## src/rtl/contention_monitor.sv

```systemverilog
// Contention monitor for LP-mode trios: per-wire blanking after LpTx changes,
// filtered mismatch detection, sticky per-trio P0/P1 flags and a one-cycle IRQ.
module contention_monitor #(
  parameter int NUM_TRIOS     = 1,
  parameter int FILTER_CYCLES = 4,
  parameter int BLANK_CYCLES  = 2
) (
  input  logic                   Clk,
  input  logic                   Rst,
  input  logic                   Enable,
  input  logic                   ErrClear,
  input  logic [3*NUM_TRIOS-1:0] LpTx,
  input  logic [3*NUM_TRIOS-1:0] LpRx,
  input  logic [3*NUM_TRIOS-1:0] LpCd,
  output logic [NUM_TRIOS-1:0]   ErrContentionP0,
  output logic [NUM_TRIOS-1:0]   ErrContentionP1,
  output logic                   ContentionIrq
);

  localparam int         NW         = 3 * NUM_TRIOS;
  localparam logic [7:0] BLANK_LOAD = 8'(BLANK_CYCLES);
  localparam logic [7:0] FILTER_MAX = 8'(FILTER_CYCLES);

  typedef enum logic {
    ST_BLANK = 1'b0,
    ST_ARMED = 1'b1
  } wire_state_e;

  wire_state_e          state_q     [NW];
  wire_state_e          state_d     [NW];
  logic [NW-1:0][7:0]   blank_cnt_q, blank_cnt_d;
  logic [NW-1:0][7:0]   mis_cnt_q, mis_cnt_d;
  logic [NW-1:0]        lptx_prev_q, lptx_prev_d;
  logic [NW-1:0]        mismatch;
  logic [NW-1:0]        set_w;
  logic [NUM_TRIOS-1:0] set_p0, set_p1;
  logic [NUM_TRIOS-1:0] p0_q, p0_d, p1_q, p1_d;
  logic                 irq_q, irq_d;

  // Per-wire mismatch: driving high needs both receiver and detector high,
  // driving low must see neither of them high.
  always_comb begin
    for (int w = 0; w < NW; w++) begin
      mismatch[w] = LpTx[w] ? ~(LpRx[w] & LpCd[w]) : (LpRx[w] | LpCd[w]);
    end
  end

  // Per-wire BLANK/ARMED FSM with blank and mismatch counters.
  always_comb begin
    // NOTE: every signal gets a default before the branches, so no path can infer a latch.
    state_d     = state_q;
    blank_cnt_d = blank_cnt_q;
    mis_cnt_d   = mis_cnt_q;
    lptx_prev_d = LpTx;
    set_w       = '0;
    for (int w = 0; w < NW; w++) begin
      if (!Enable || (LpTx[w] != lptx_prev_q[w])) begin
        state_d[w]     = ST_BLANK;
        blank_cnt_d[w] = BLANK_LOAD;
        mis_cnt_d[w]   = '0;
      end else if (state_q[w] == ST_BLANK) begin
        mis_cnt_d[w] = '0;
        if (blank_cnt_q[w] == 8'd0) begin
          state_d[w] = ST_ARMED;
        end else begin
          blank_cnt_d[w] = blank_cnt_q[w] - 8'd1;
        end
      end else if (mismatch[w]) begin
        // Saturate at the filter length so a persisting fault sets only once.
        if (mis_cnt_q[w] != FILTER_MAX) begin
          mis_cnt_d[w] = mis_cnt_q[w] + 8'd1;
        end
        if (mis_cnt_q[w] == FILTER_MAX - 8'd1) begin
          set_w[w] = 1'b1;
        end
      end else begin
        mis_cnt_d[w] = '0;
      end
    end
  end

  // Trio flag merge, sticky flags with set-wins-over-clear, and IRQ on any new set.
  always_comb begin
    for (int t = 0; t < NUM_TRIOS; t++) begin
      set_p0[t] = |(set_w[3*t +: 3] & ~LpTx[3*t +: 3]);
      set_p1[t] = |(set_w[3*t +: 3] &  LpTx[3*t +: 3]);
    end
    p0_d  = (p0_q & ~{NUM_TRIOS{ErrClear}}) | set_p0;
    p1_d  = (p1_q & ~{NUM_TRIOS{ErrClear}}) | set_p1;
    irq_d = (|(set_p0 & (~p0_q | {NUM_TRIOS{ErrClear}}))) |
            (|(set_p1 & (~p1_q | {NUM_TRIOS{ErrClear}})));
  end

  // State registers; reset overrides every other input.
  always_ff @(posedge Clk) begin
    // NOTE: non-blocking assignments keep every register sampling pre-edge values.
    if (Rst) begin
      for (int w = 0; w < NW; w++) begin
        state_q[w] <= ST_BLANK;
      end
      blank_cnt_q <= {NW{BLANK_LOAD}};
      mis_cnt_q   <= '0;
      lptx_prev_q <= '0;
      p0_q        <= '0;
      p1_q        <= '0;
      irq_q       <= 1'b0;
    end else begin
      for (int w = 0; w < NW; w++) begin
        state_q[w] <= state_d[w];
      end
      blank_cnt_q <= blank_cnt_d;
      mis_cnt_q   <= mis_cnt_d;
      lptx_prev_q <= lptx_prev_d;
      p0_q        <= p0_d;
      p1_q        <= p1_d;
      irq_q       <= irq_d;
    end
  end

  assign ErrContentionP0 = p0_q;
  assign ErrContentionP1 = p1_q;
  assign ContentionIrq   = irq_q;

endmodule

```

## config.mk

```make
export PLATFORM = sky130hd
export DESIGN_NAME = contention_monitor
export DESIGN_NICKNAME = d
export VERILOG_FILES = /design/src/rtl/contention_monitor.sv
export SDC_FILE = /design/constraint.sdc
export NUM_CORES = 1
export LEC_CHECK = 0
export CORE_MARGIN = 3
export CORE_UTILIZATION = 59
export DETAILED_ROUTE_END_ITERATION = 7
export PLACE_DENSITY = 0.79
export REMOVE_ABC_BUFFERS = 1
export SLEW_MARGIN = 20
export SYNTH_ARGS = -nofsm -noshare
export SYNTH_HDL_FRONTEND = slang
export SYNTH_SLANG_ARGS = --single-unit
```

## constraint.sdc

```tcl
create_clock -name Clk -period 1.9 [get_ports Clk]
set_input_delay 0.285 -clock Clk [delete_from_list [all_inputs] [get_ports Clk]]
set_output_delay 0.285 -clock Clk [all_outputs]
set_load 0.02 [all_outputs]
```

==> results by stage <==
Min path:
- The path class of the tightest hold or removal check is flip-flop to flip-flop.
- The worst hold path stage count is 2.

CTS:
- The buffer cell driving the clock tree root is sky130_fd_sc_hd__clkbuf_8.
- The maximum root-to-sink buffer count is 2.
- After clock tree synthesis, the clock-pin slew on the worst setup and hold paths is 70 ps.
- Post-CTS repair changed the size of 0 cells.
- Counting the buffers created by CTS gives 9.
- TritonCTS built the clock tree.
- The number of hold buffers added after CTS was 0.
- The clock drives 57 sinks.
- The H-tree depth is 3.
- The post-CTS setup-driven buffer insertion count is 0.
- The clock latency reported for the late side of the worst-skew pair is 340 ps.

Layout:
- The final-stage net count is between 300 and 400.
- The finished layout holds roughly 400 standard cells, fillers aside.
- Once layout is complete, the utilization of the core stands at about three quarters.
- The number of filler cells placed in the layout is 340.
- The layout-stage area growth over the synthesis result is 16.5%.
- 0 antenna diodes ended up in the layout.
- The most frequent standard cell in the layout excluding fill and tap cells is sky130_fd_sc_hd__dfxtp_1.
- In the final layout, the share of cells above drive strength 1 is 10.7%.
- Leaving out fill and tap cells, the most frequent cells in the layout are sky130_fd_sc_hd__dfxtp_1 (57), sky130_fd_sc_hd__nor2_1 (53), sky130_fd_sc_hd__xnor2_1 (21).

Critical path:
- STA classifies the critical path endpoint as a flip-flop.
- In this run the register-to-register setup slack is 120 ps.
- At the worst endpoint, the required time is 2130 ps.
- The logic depth of the worst register-to-register path is 6.
- The start-to-end type of the worst setup path is flip-flop to flip-flop.
- The data arrival time of the worst path is about 2000 ps.
- The startpoint class of the critical path is a flip-flop.
- The top fanout value on the critical path is 6.

Floorplanning:
- The core area is between 4000 and 5000 um2.
- The die is 75.1 um wide.
- For this configuration, the core starts out at a cell density of a little over three fifths.
- From bottom edge to top edge, the die measures between 70 and 80 um.
- The cell row count is 24.
- The I/O pin total is 16.
- The full die area is 5640 um2.

Power and ir drop:
- The net switching power figure is about 0.00063 W.
- Combinational logic burns 7.9% of the power.
- Of the total power, registers draw a little under half.
- The worst-case IR drop observed on VDD is 0.649 mV.
- The total power is ~0.0027 W.
- The power density of the placed cells is 813 nW/um2.
- The analysis attributes to cell leakage a power of between 1 and 1.5 nW.
- Cell internal power was estimated by the tool at 0.00204 W.
- The clock network accounts for a little under half of the total power.
- Of the total power, the share spent switching nets is 23.5%.

Timing:
- Setup repair after global routing left no endpoint under its margin.
- For this run, the top clock speed supported by timing is 560 MHz.
- Hold is met by 516 ps.
- Setup violations remaining at the end of the flow were counted as 0.
- The final-report hold violation count is 0.
- Headroom to the max-slew limit came out at between 50% and 60%.
- The clock period could shrink to 1780 ps.
- Between clock sinks in the finished design, the worst skew comes to 8.32 ps.
- The final sum of negative setup slack is 0 ps.
- The number of pins exceeding their max-slew limit in the final report is 0.
- In the finished design, the share of the clock period the worst path needs comes to 93.9%.
- At the pin with the least slew margin, the transition time is 593 ps.

Drt:
- After the first detailed-routing iteration, the DRC count stood at around 130.
- The count of vias placed by the detailed router is 2288.
- The number of optimization iterations in the first detailed-route pass is 4.
- Once detail routing completed, the nets flagged for antenna violations numbered 0.
- After detailed routing, the number of vias per cell comes to 5.61.
- In the final routed layout, each cell accounts on average for 13.6 um.
- After detailed routing, the number of remaining DRC violations is 0.
- The final layout contains routed wiring with a total length of 5550 um.

Yosys:
- Synthesis handed over a netlist of between 300 and 400 instances.
- The number of different library cells used by synthesis comes to 39.
- The register area share after synthesis is 40.5%.
- Yosys printed 0 warnings.
- The mean cell area of the mapped netlist is 8.73 um2.
- Counting flops and latches in the post-synthesis netlist gives 57.
- The post-synthesis instance area is 2820 um2.

Global route:
- The first-pass GRT wire length is between 9000 and 10000 um.
- Entering global routing, the biggest net connects 11 pins.
- After global routing the overflow that remains totals 0.
- The overall routing resource usage is 21.9%.
- The via count of the first global-routing pass is 2191.
- The number of antenna violations at the first check in global routing was 0.

Placement:
- The routability congestion estimate is between 0.7 and 0.8.
- The port buffer count is 15.
- The post-DP HPWL is 3930 um.
- The placed cell count is 392.

Outcome:
- The run finished with clean final reports.

Run:
- Across the run, the number of max-cap violations was 0.
[registers in the layout, summed over array words and instances (netlist names)]
| register | flops |
|---|---|
| lptx_prev_q | 3 |
| ErrContentionP0 | 1 |
| blank_cnt_q | 24 |
| ContentionIrq | 1 |
| mis_cnt_q | 24 |
| ErrContentionP1 | 1 |
| state_q | 3 |
[routing by layer]
metal	track usage [%]	vias up	routed length, um
met1	27.7	1068	2590
li1	-	1176	-
met4	11.7	0	123
met3	5.61	12	172
met5	0	-	0
met2	34.3	32	2660
[synth_stat cells (all sizes together)]
cell / count / area share, %
o211ai: 5 / 1.3
o221ai: 1 / 0.31
a21oi: 11 / 2.1
nand2: 9 / 1.2
nand3: 20 / 3.6
xnor2: 21 / 6.5
nand3b: 3 / 0.80
inv: 19 / 2.5
nand4: 4 / 0.89
a22oi: 2 / 0.53
or3: 5 / 1.1
or3b: 1 / 0.31
clkbuf: 2 / 0.27
nand2b: 10 / 2.2
nor3: 5 / 0.89
xor2: 18 / 5.6
and2: 2 / 0.44
nor4: 7 / 2.0
a2111oi: 3 / 0.93
buf: 3 / 0.53
dfxtp: 57 / 40
and3b: 1 / 0.31
a211oi: 4 / 1.1
nor2: 53 / 7.1
a31oi: 4 / 0.89
or2: 3 / 0.67
nor2b: 6 / 1.3
or4: 4 / 1.3
ha: 12 / 5.3
and3: 9 / 2.0
mux2i: 5 / 1.8
o21ai: 3 / 0.53
nand4b: 2 / 0.62
nor3b: 6 / 1.6
a31o: 3 / 0.93
[power groups by stage]
stage	combinational [W]	clock, W	sequential, W
2_1_floorplan	0.000131	0	0.00125
3_3_place_gp	0.000200	0	0.00125
3_5_place_dp	0.000205	0	0.00125
4_1_cts	0.000209	0.00124	0.00123
5_1_grt	0.000235	0.00130	0.00123
6_report	0.000210	0.00123	0.00123
[layout make-up]
class                      instances  area, um2  share of cell area (%)
sequential                        57       1140                    34.8
clock inverter                     7       85.1                    2.59
clock buffer                       9        124                    3.77
tap                               52       65.1                    1.98
inverter                          19       71.3                    2.17
multi-input combinational        242       1590                    48.6
timing repair buffer              22        203                    6.17
[per-stage QoR]
step / setup WS, ps / area, um2
after global placement: 117 / 3060
after global routing: 1.06 / 3280
after CTS: 29.4 / 3270
after floorplan: 281 / 2800
final: 116 / 3280
after detailed placement: 69.4 / 3060
[cells by family (layout without fill, tap and decap cells)]
logic type	Yosys count	in the layout	share of synthesized area, %
flops	57	57	40.5
xor+xnor	39	39	12.1
simple gates	150	150	28.4
compound gates	36	36	8.61
mux	5	5	1.78
buf+inv	24	57	3.33
fa+ha+maj	12	12	5.33
[final timing paths]
kind	startpoint	endpoint
worst max-delay path	blank_cnt_q[8]$_SDFFE_PP0P_	blank_cnt_q[11]$_SDFFE_PP0P_
worst min-delay path	mis_cnt_q[15]$_SDFFE_PP0P_	mis_cnt_q[15]$_SDFFE_PP0P_
worst max register to register	blank_cnt_q[8]$_SDFFE_PP0P_	blank_cnt_q[11]$_SDFFE_PP0P_
worst min register to register	mis_cnt_q[15]$_SDFFE_PP0P_	mis_cnt_q[15]$_SDFFE_PP0P_
[worst max-delay path, cell delays in order (launching register included)]
cell                        delay (ps)
sky130_fd_sc_hd__dfxtp_1           370
sky130_fd_sc_hd__inv_1              70
sky130_fd_sc_hd__ha_1              200
sky130_fd_sc_hd__nor3b_2           190
sky130_fd_sc_hd__a2111oi_0         600
sky130_fd_sc_hd__xnor2_1           190
sky130_fd_sc_hd__nor2_1             50
(Power assumes the default switching activity.)
